**config.mk**
```make
export PLATFORM = sky130hd
export DESIGN_NAME = lsu_mem_initiator_flat
export DESIGN_NICKNAME = d
export VERILOG_FILES = /design/src/rtl/lsu_mem_initiator_if.sv /design/src/rtl/lsu_mem_initiator.sv /design/src/flat_wrapper.sv
export SDC_FILE = /design/constraint.sdc
export NUM_CORES = 1
export LEC_CHECK = 0
export BUFFER_PORTS_ARGS = -buffer_cell sky130_fd_sc_hd__buf_2
export CORE_MARGIN = 1
export CORE_UTILIZATION = 50
export CTS_BUF_LIST = sky130_fd_sc_hd__clkbuf_4
export DETAILED_ROUTE_END_ITERATION = 10
export GPL_ROUTABILITY_DRIVEN = 0
export PLACE_DENSITY_LB_ADDON = 0.3
export SYNTH_ARGS = -nofsm -noshare
export SYNTH_HDL_FRONTEND = slang
export SYNTH_SLANG_ARGS = --single-unit
export TNS_END_PERCENT = 100
```
**constraint.sdc**
```tcl
create_clock -name clk -period 6.9 [get_ports clk]
set_input_delay 0.345 -clock clk [delete_from_list [all_inputs] [get_ports clk]]
set_output_delay 0.345 -clock clk [all_outputs]
set_load 0.005 [all_outputs]
```
**src/rtl/lsu_mem_initiator_if.sv**
```systemverilog
// Bundle between the LSU, its requester and data_mem.
// master = LSU view; slave = requester/memory view.
interface lsu_mem_initiator_if #(
  parameter int ADDR_W = 32
);
  logic              req_valid;
  logic              req_ready;
  logic              req_store;
  logic [2:0]        req_funct3;
  logic [ADDR_W-1:0] req_addr;
  logic [31:0]       req_wdata;
  logic              rsp_valid;
  logic [31:0]       rsp_rdata;
  logic              rsp_err;
  logic              mem_we;
  logic [ADDR_W-1:0] mem_addr;
  logic [31:0]       mem_wdata;
  logic [31:0]       mem_rdata;

  modport master (
    input  req_valid,
    input  req_store,
    input  req_funct3,
    input  req_addr,
    input  req_wdata,
    input  mem_rdata,
    output req_ready,
    output rsp_valid,
    output rsp_rdata,
    output rsp_err,
    output mem_we,
    output mem_addr,
    output mem_wdata
  );

  modport slave (
    output req_valid,
    output req_store,
    output req_funct3,
    output req_addr,
    output req_wdata,
    output mem_rdata,
    input  req_ready,
    input  rsp_valid,
    input  rsp_rdata,
    input  rsp_err,
    input  mem_we,
    input  mem_addr,
    input  mem_wdata
  );
endinterface

```
**src/rtl/lsu_mem_initiator.sv**
```systemverilog
// RV32 load/store initiator for a word-wide data_mem; sub-word stores use RMW.
// Optional LSU_MISALIGN_TRAP_EN: misaligned H/W accesses error instead of masking.
module lsu_mem_initiator #(
  parameter int                ADDR_W  = 32,
  parameter logic [ADDR_W-1:0] MEM_TOP = ADDR_W'('h8000)
) (
  input  logic                clk,
  input  logic                rst_n,
  lsu_mem_initiator_if.master bus
);

  typedef enum logic [1:0] {
    IDLE,
    RD,
    WR,
    RSP
  } state_t;

  localparam logic [ADDR_W:0] TOP_X = {1'b0, MEM_TOP};
  localparam logic [ADDR_W:0] THREE = (ADDR_W+1)'(3);

  state_t            st_q, st_d;
  logic              store_q, store_d;
  logic [2:0]        f3_q, f3_d;
  logic [1:0]        lo_q, lo_d;
  logic [15:0]       wdata_q, wdata_d;
  logic [ADDR_W-1:0] maddr_q, maddr_d;
  logic [31:0]       mwdata_q, mwdata_d;
  logic [31:0]       rdata_q, rdata_d;
  logic              err_q, err_d;

  logic [ADDR_W-1:0] waddr;
  logic [ADDR_W:0]   span;
  logic              oob;
  logic              f3_bad;
  logic              mis;
  logic              req_err;
  logic              is_sw;

  function automatic logic [31:0] ld_ext(
    input logic [31:0] w,
    input logic [2:0]  f3,
    input logic [1:0]  a
  );
    logic [7:0]  b;
    logic [15:0] h;
    logic [31:0] r;
    b = w[{a, 3'b000} +: 8];
    h = w[{a[1], 4'b0000} +: 16];
    r = w;
    unique case (1'b1)
      (f3[1:0] == 2'b00): r = f3[2] ? {24'd0, b} : {{24{b[7]}}, b};
      (f3[1:0] == 2'b01): r = f3[2] ? {16'd0, h} : {{16{h[15]}}, h};
      default:            r = w;
    endcase
    return r;
  endfunction

  function automatic logic [31:0] st_merge(
    input logic [31:0] w,
    input logic [15:0] d,
    input logic [2:0]  f3,
    input logic [1:0]  a
  );
    logic [31:0] r;
    r = w;
    unique case (1'b1)
      (f3[1:0] == 2'b00): r[{a, 3'b000} +: 8] = d[7:0];
      (f3[1:0] == 2'b01): r[{a[1], 4'b0000} +: 16] = d;
      default:            r = w;
    endcase
    return r;
  endfunction

  assign waddr = {bus.req_addr[ADDR_W-1:2], 2'b00};
  assign span  = {1'b0, waddr} + THREE;
  assign oob   = span > TOP_X;
  assign is_sw = bus.req_store & (bus.req_funct3 == 3'b010);

  always_comb begin
    f3_bad = 1'b1;
    unique case (bus.req_funct3)
      3'b000, 3'b001, 3'b010: f3_bad = 1'b0;
      3'b100, 3'b101:         f3_bad = bus.req_store;
      default:                f3_bad = 1'b1;
    endcase
  end

`ifdef LSU_MISALIGN_TRAP_EN
  always_comb begin
    mis = 1'b0;
    unique case (bus.req_funct3[1:0])
      2'b01:   mis = bus.req_addr[0];
      2'b10:   mis = |bus.req_addr[1:0];
      default: mis = 1'b0;
    endcase
  end
`else
  assign mis = 1'b0;
`endif

  assign req_err = f3_bad | oob | mis;

  always_comb begin
    st_d     = st_q;
    store_d  = store_q;
    f3_d     = f3_q;
    lo_d     = lo_q;
    wdata_d  = wdata_q;
    maddr_d  = maddr_q;
    mwdata_d = mwdata_q;
    rdata_d  = rdata_q;
    err_d    = err_q;
    unique case (st_q)
      IDLE: begin
        if (bus.req_valid) begin
          store_d = bus.req_store;
          f3_d    = bus.req_funct3;
          lo_d    = bus.req_addr[1:0];
          wdata_d = bus.req_wdata[15:0];
          if (req_err) begin
            st_d    = RSP;
            err_d   = 1'b1;
            rdata_d = 32'd0;
          end else begin
            maddr_d = waddr;
            if (is_sw) begin
              st_d     = WR;
              mwdata_d = bus.req_wdata;
            end else begin
              st_d = RD;
            end
          end
        end
      end
      RD: begin
        if (store_q) begin
          st_d     = WR;
          mwdata_d = st_merge(bus.mem_rdata,
                              wdata_q, f3_q, lo_q);
        end else begin
          st_d    = RSP;
          err_d   = 1'b0;
          rdata_d = ld_ext(bus.mem_rdata, f3_q, lo_q);
        end
      end
      WR: begin
        st_d    = RSP;
        err_d   = 1'b0;
        rdata_d = 32'd0;
      end
      RSP:     st_d = IDLE;
      default: st_d = IDLE;
    endcase
  end

  always_ff @(posedge clk) begin
    if (!rst_n) begin
      st_q     <= IDLE;
      store_q  <= 1'b0;
      f3_q     <= 3'd0;
      lo_q     <= 2'd0;
      wdata_q  <= 16'd0;
      maddr_q  <= '0;
      mwdata_q <= 32'd0;
      rdata_q  <= 32'd0;
      err_q    <= 1'b0;
    end else begin
      st_q     <= st_d;
      store_q  <= store_d;
      f3_q     <= f3_d;
      lo_q     <= lo_d;
      wdata_q  <= wdata_d;
      maddr_q  <= maddr_d;
      mwdata_q <= mwdata_d;
      rdata_q  <= rdata_d;
      err_q    <= err_d;
    end
  end

  // write strobe gated by reset so an aborted WR never lands
  assign bus.mem_we    = (st_q == WR) & rst_n;
  assign bus.req_ready = (st_q == IDLE);
  assign bus.rsp_valid = (st_q == RSP);
  assign bus.rsp_rdata = rdata_q;
  assign bus.rsp_err   = err_q;
  assign bus.mem_addr  = maddr_q;
  assign bus.mem_wdata = mwdata_q;

endmodule

```
**src/flat_wrapper.sv**
```systemverilog
// flat-port wrapper written by rule: the top's interface ports become plain ports
module lsu_mem_initiator_flat 
#(
  parameter int                ADDR_W  = 32,
  parameter logic [ADDR_W-1:0] MEM_TOP = ADDR_W'('h8000)
)
  (clk, rst_n, bus_req_valid, bus_req_store, bus_req_funct3, bus_req_addr, bus_req_wdata, bus_mem_rdata, bus_req_ready, bus_rsp_valid, bus_rsp_rdata, bus_rsp_err, bus_mem_we, bus_mem_addr, bus_mem_wdata);
  lsu_mem_initiator_if #(.ADDR_W(ADDR_W)) bus_i ();
  input  logic clk;
  input  logic rst_n;
  input wire logic [$bits(bus_i.req_valid)-1:0] bus_req_valid;
  input wire logic [$bits(bus_i.req_store)-1:0] bus_req_store;
  input wire logic [$bits(bus_i.req_funct3)-1:0] bus_req_funct3;
  input wire logic [$bits(bus_i.req_addr)-1:0] bus_req_addr;
  input wire logic [$bits(bus_i.req_wdata)-1:0] bus_req_wdata;
  input wire logic [$bits(bus_i.mem_rdata)-1:0] bus_mem_rdata;
  output wire logic [$bits(bus_i.req_ready)-1:0] bus_req_ready;
  output wire logic [$bits(bus_i.rsp_valid)-1:0] bus_rsp_valid;
  output wire logic [$bits(bus_i.rsp_rdata)-1:0] bus_rsp_rdata;
  output wire logic [$bits(bus_i.rsp_err)-1:0] bus_rsp_err;
  output wire logic [$bits(bus_i.mem_we)-1:0] bus_mem_we;
  output wire logic [$bits(bus_i.mem_addr)-1:0] bus_mem_addr;
  output wire logic [$bits(bus_i.mem_wdata)-1:0] bus_mem_wdata;
  assign bus_i.req_valid = bus_req_valid;
  assign bus_i.req_store = bus_req_store;
  assign bus_i.req_funct3 = bus_req_funct3;
  assign bus_i.req_addr = bus_req_addr;
  assign bus_i.req_wdata = bus_req_wdata;
  assign bus_i.mem_rdata = bus_mem_rdata;
  assign bus_req_ready = bus_i.req_ready;
  assign bus_rsp_valid = bus_i.rsp_valid;
  assign bus_rsp_rdata = bus_i.rsp_rdata;
  assign bus_rsp_err = bus_i.rsp_err;
  assign bus_mem_we = bus_i.mem_we;
  assign bus_mem_addr = bus_i.mem_addr;
  assign bus_mem_wdata = bus_i.mem_wdata;
  lsu_mem_initiator #(.ADDR_W(ADDR_W), .MEM_TOP(MEM_TOP)) u_core (.clk(clk), .rst_n(rst_n), .bus(bus_i));
endmodule
```
Yosys cells after proc, flatten, opt, wreduce, memory -nomap -nowiden
Index checks and enable logic that the tools add are counted.
Widths: inputs -> output; s select.
{"block": "classes", "add_sub_neg": 3, "n_reduce_logical": 11, "n_bitwise": 4, "muxes": 25, "n_shift": 6, "eq_ne": 14, "order_cmp": 1}
{"op": "$mux 32", "count": 9}
{"op": "$pmux 32 s2", "count": 3}
{"op": "$pmux 32 s3", "count": 1}
{"op": "$bwmux 32", "count": 2}
{"op": "$add 32x2->33 const B", "count": 1}
{"op": "$gt 33x16->1 const B", "count": 1}
{"op": "$shift 16x7->32 const A", "count": 1}
{"op": "$shift 8x7->32 const A", "count": 1}
{"op": "$shiftx 16x7->32", "count": 1}
{"op": "$shiftx 32x6->16", "count": 1}
{"op": "$shiftx 32x6->8", "count": 1}
{"op": "$shiftx 8x7->32", "count": 1}
{"op": "$neg 5->7", "count": 2}
{"op": "$pmux 2 s4", "count": 1}
{"op": "$eq 3x3->1 const B", "count": 2}
{"op": "$mux 2", "count": 3}
{"op": "$ne 2x1->1 const B", "count": 3}
{"op": "$ne 2x2->1 const B", "count": 3}
{"op": "$reduce_and 5->1", "count": 1}
{"op": "$eq 2x1->1 const B", "count": 2}
{"op": "$eq 2x2->1 const B", "count": 2}
{"op": "$logic_not 2->1", "count": 2}
{"op": "$mux 1", "count": 4}
{"op": "$reduce_and 4->1", "count": 1}
{"op": "14 further kinds", "count": 15}
{"block": "totals", "wordCells": 73, "regBits": 119, "in_bits": 103, "output_inout_bits": 100}

Longest topological paths before layout
{"block": "logic_depth", "ltp_word": 7, "depth_mapped": 10, "depth_no_buf": 7}

Least setup slack after synthesis
Ideal clock, no wire load.
{"block": "synth_timing", "kind": "register -> register", "start": "reg u_core.lo_q[1]", "end": "reg u_core.mwdata_q[26], in the netlist u_core.bus.mem_wdata[26]", "arrival_time_ns": 2.257, "required_time_ns": 6.824, "setup_ns": 0.076, "period_less_slack_ns": 2.333, "stages_incl_launch_ff": 10, "path_slack_ns": 4.567, "cell_sequence": "dfxtp_1 -> buf_2 -> inv_1 -> clkbuf_1 -> ha_1 -> nand4bb_1 -> nor3_1 -> a221oi_1 -> o2bb2ai_1 -> o22ai_1"}
{"block": "synth_between", "elab_chain_cells": 6, "elab_cells_between_ends": 11, "cone_classes": "add/sub: 2; shift: 4; mux: 5"}
{"element": "start: declaration", "line_no": "lsu_mem_initiator.sv:25", "rtl": "logic [1:0] lo_q, lo_d;"}
{"element": "start signal: assignment", "line_no": "lsu_mem_initiator.sv:172", "rtl": "lo_q <= lo_d;"}
{"element": "$neg 5->7, on equally long branches", "line_no": "lsu_mem_initiator.sv:69, lsu_mem_initiator.sv:68"}
{"element": "$shiftx 16x7->32 (tied with other cells)", "line_no": "lsu_mem_initiator.sv:69", "rtl": "(f3[1:0] == 2'b01): r[{a[1], 4'b0000} +: 16] = d;"}
{"element": "$bwmux 32, on equally long branches", "line_no": "lsu_mem_initiator.sv:69, lsu_mem_initiator.sv:68"}
{"element": "$pmux 32 s2 *", "line_no": "lsu_mem_initiator.sv:67", "rtl": "unique case (1'b1)"}
{"element": "$mux 32 *", "line_no": "lsu_mem_initiator.sv:137", "rtl": "if (store_q) begin"}
{"element": "$pmux 32 s2 *", "line_no": "lsu_mem_initiator.sv:114", "rtl": "unique case (st_q)"}
{"element": "end signal: assignment", "line_no": "lsu_mem_initiator.sv:175", "rtl": "mwdata_q <= mwdata_d;"}
{"element": "end: declaration", "line_no": "lsu_mem_initiator.sv:28", "rtl": "logic [31:0] mwdata_q, mwdata_d;"}
Every way passes the cells marked *; elsewhere a longest branch is shown, timed or not. The select of a mux whose other input is x is not followed.
A chain may end at the register's enable or synchronous reset.

Worst setup path in the final report
{"block": "layout_timing", "start": "reg u_core.lo_q[1]", "end": "reg u_core.mwdata_q[27], in the netlist u_core.bus.mem_wdata[27]"}
The elaborated chain is that of the path after synthesis.

==> impl_metrics.env <==
export IMPL_clkPwrFrac_pct=26.0
export IMPL_clock_sinks=119
export IMPL_hold_path_class="in -> reg"
export IMPL_end_kind="register"
export IMPL_ant_nets=0
export IMPL_status="completed"
export IMPL_hold_violations=0
export IMPL_cts_buffers=17
export IMPL_cts_path_max_buffers=2
export IMPL_setup_viol=0
export IMPL_whs_ps=50.08
export IMPL_pwr_share_comb_pct=33.0
export IMPL_drc=0
export IMPL_cts_htree_levels=4
export IMPL_r2r_setup_slack_ps=3510
export IMPL_synthesis_area_um2=5537
export IMPL_fmax_ghz=0.2947
export IMPL_min_from="bus_req_addr[14]"
export IMPL_vias=5726
export IMPL_intPower_w=0.001264
export IMPL_rsz0062_at_grt="false"
export IMPL_arrival_ps=3820
export IMPL_r2r_end="u_core.bus.mem_wdata[27]"
export IMPL_maxCapViolations=0
export IMPL_dieArea_um2=11500
export IMPL_switching_share_pct=37.46
export IMPL_ir_worst_vdd_mv=0.2270
export IMPL_wl_per_cell_um=17.59
export IMPL_ctsHoldBuffers=0
export IMPL_startpoint_type="register"
export IMPL_reg2reg_depth=6
export IMPL_n_antenna_cell=0
export IMPL_antenna_found_initial=0
export IMPL_cts_tree="built"
export IMPL_avgSynthCellArea_um2=8.531
export IMPL_io_buffers=200
export IMPL_min_period_ps=3393
export IMPL_cts_resized=0
export IMPL_syn_to_final_growth_pct=23.25
export IMPL_grt_pass1_wl_um=26940
export IMPL_dp_hpwl_um=12700
export IMPL_routed_wl_um=17150
export IMPL_dr_pass1_iters=8
export IMPL_ys_seq_area_share_pct=43.03
export IMPL_clock_skew_ps=21.09
export IMPL_cts_root_buf="clkbuf_4"
export IMPL_drive_gt1_share_pct=30.06
export IMPL_hold_path_end="u_core.bus.mem_addr[14]"
export IMPL_worstSkewPairLatency_ps=530
export IMPL_track_usage_pct=30.33
export IMPL_required_ps=7330
export IMPL_hold_depth=3
export IMPL_core_area_um2=10790
export IMPL_synth_seq_cells=119
export IMPL_nets=934
export IMPL_tightestPinTransition_ps=1206
export IMPL_synth_edf_count=0
export IMPL_num_rows=38
export IMPL_crit_type="reg -> reg"
export IMPL_power_leakage_nw=2.956
export IMPL_power_per_cell_area_nw_per_um2=296.3
export IMPL_async_flop_share_pct=0
export IMPL_die_h_um=107.2
export IMPL_worstPathMaxFanout=34
export IMPL_slew_violations=0
export IMPL_viasPerCell=5.873
export IMPL_maxSlewHeadroom_pct=19.55
export IMPL_grt_overflow_total=0
export IMPL_synth_flop_cell="dfxtp_1"
export IMPL_io_pins=203
export IMPL_grt_pass1_vias=5380
export IMPL_r2r_start="u_core.lo_q[1]"
export IMPL_pwr_share_seq_pct=41.0
export IMPL_drt_initial_drc_count=667
export IMPL_cts_setup_buffers=0
export IMPL_synth_warnings=0
export IMPL_clk_pin_slew_ps=110
export IMPL_grt_max_degree=54
export IMPL_p_switching_w=0.0007574
export IMPL_period_share_pct=49.17
export IMPL_synth_distinct_cells=56
export IMPL_fin_setup_tns_ps=0
export IMPL_synth_cells=649
export IMPL_start_util_pct=51.30
export IMPL_die_w_um=107.2
placed cells by master, fill, tap and decap left out, types with 13 or more instances in the layout:
cell type	synthesis	layout
buf_2	12	200
dfxtp_1	119	119
nand2_1	106	106
nor2_1	46	46
a21oi_1	32	32
o21ai_0	32	32
o2bb2ai_1	23	23
clkbuf_4	0	19
and2_1	18	18
nand2b_1	18	18
o22ai_1	18	18
a22o_1	17	17
mux2i_1	14	14
nand3_1	13	13
a221oi_1	13	13
synth_stat cells (2+ instances only):
cell type	n	share of area (%)
a211oi_1	8	1.1
a21boi_0	2	0.27
a21oi_1	32	2.9
a221o_1	2	0.36
a221oi_1	13	2.1
a222oi_1	7	1.3
a22o_1	17	2.7
a22oi_1	8	1.1
a311oi_1	9	1.4
a31oi_1	8	0.90
a32oi_1	2	0.32
and2_1	18	2.0
and3b_1	2	0.32
buf_1	2	0.14
buf_2	12	1.1
buf_4	3	0.41
clkbuf_1	34	2.3
dfxtp_1	119	43
ha_1	9	2.0
inv_1	12	0.81
mux2_2	5	1.0
mux2i_1	14	2.5
nand2_1	106	7.2
nand2b_1	18	2.0
nand3_1	13	1.2
nand4_1	2	0.23
nand4bb_1	2	0.41
nor2_1	46	3.1
nor2b_1	6	0.68
nor3_1	10	0.90
nor3b_1	2	0.27
nor4_1	6	0.68
o21a_1	2	0.27
o21ai_0	32	2.9
o22ai_1	18	2.0
o2bb2ai_1	23	3.6
o32ai_1	4	0.63
o32ai_2	2	0.59
or3_1	2	0.23
sequential cells by signal (all words and copies together), names as in the netlist:
register	count
u_core.bus.mem_wdata	32
u_core.bus.rsp_rdata	32
u_core.bus.mem_addr	30
u_core.wdata_q	16
u_core.f3_q	3
u_core.lo_q	2
u_core.st_q	2
u_core.bus.rsp_err	1
u_core.store_q	1
power by group through the flow:
stage          clock (W)  combinational, W  sequential, W
2_1_floorplan          0          0.000472       0.000816
3_3_place_gp           0          0.000636       0.000838
3_5_place_dp           0          0.000654       0.000841
4_1_cts         0.000535          0.000655       0.000826
5_1_grt         0.000571          0.000729       0.000838
6_report        0.000525          0.000667       0.000829
cell families (layout without fill, tap and decap cells):
family | after synthesis | in the layout | synth area share [%]
simple gates | 240 | 240 | 20.29
compound gates | 195 | 195 | 25.60
flops | 119 | 119 | 43.03
buf+inv | 65 | 250 | 5.017
mux | 20 | 20 | 3.955
fa+ha+maj | 9 | 9 | 2.034
other cells | 1 | 2 | 0.06773
area by class of cell:
class	count	area, µm²
clock inverters	13	156.4
flip-flops and latches	119	2382
inverters	13	48.80
repair buffers	205	1039
fillers	962	3969
clock buffers	19	142.6
multi-input cells	466	2880
well taps	140	175.2
worst max-delay path by stage:
stage	startpoint	to	slack, ps	cells past startpoint
detailed placement	u_core.lo_q[1]	u_core.bus.mem_wdata[26]	3620	7
finish	u_core.lo_q[1]	u_core.bus.mem_wdata[27]	3510	6
CTS	u_core.lo_q[1]	u_core.bus.mem_wdata[27]	3590	6
global placement	u_core.lo_q[1]	u_core.bus.mem_wdata[26]	3760	7
global route	u_core.lo_q[1]	u_core.bus.mem_wdata[30]	3210	6
floorplan	u_core.lo_q[1]	u_core.bus.mem_wdata[26]	4570	9
per-layer routing:
metal  global-route usage (%)  vias up  part of all wire, %
met5                        0        -                    0
met2                    48.53      341                   46
met1                    37.50     2624                   41
met4                    17.91        0                  4.2
li1                         -     2713                    -
met3                    6.444       48                  9.0
worst max-delay path: stages (launching register included):
cell and delay (ps):
dfxtp_1 1020, inv_1 420, ha_1 450, nand4bb_1 240, nor3_1 640, a221oi_1 270
o32ai_2 260
metrics by stage:
| stage | area [µm²] | worst slack [ps] | std cells | util [%] | total power, W |
|---|---|---|---|---|---|
| floorplan | 5540 | 4567 | 650 | - | 0.001288 |
| global placement | 6525 | 3762 | 943 | 60.46 | 0.001474 |
| detailed placement | 6525 | 3624 | 943 | 60.46 | 0.001495 |
| CTS | 6824 | 3591 | 975 | 63.23 | 0.002016 |
| global route | 6824 | 3210 | 975 | 63.23 | 0.002138 |
| finish | 6824 | 3507 | 975 | 63.23 | 0.002022 |
(Power assumes the default switching activity.)
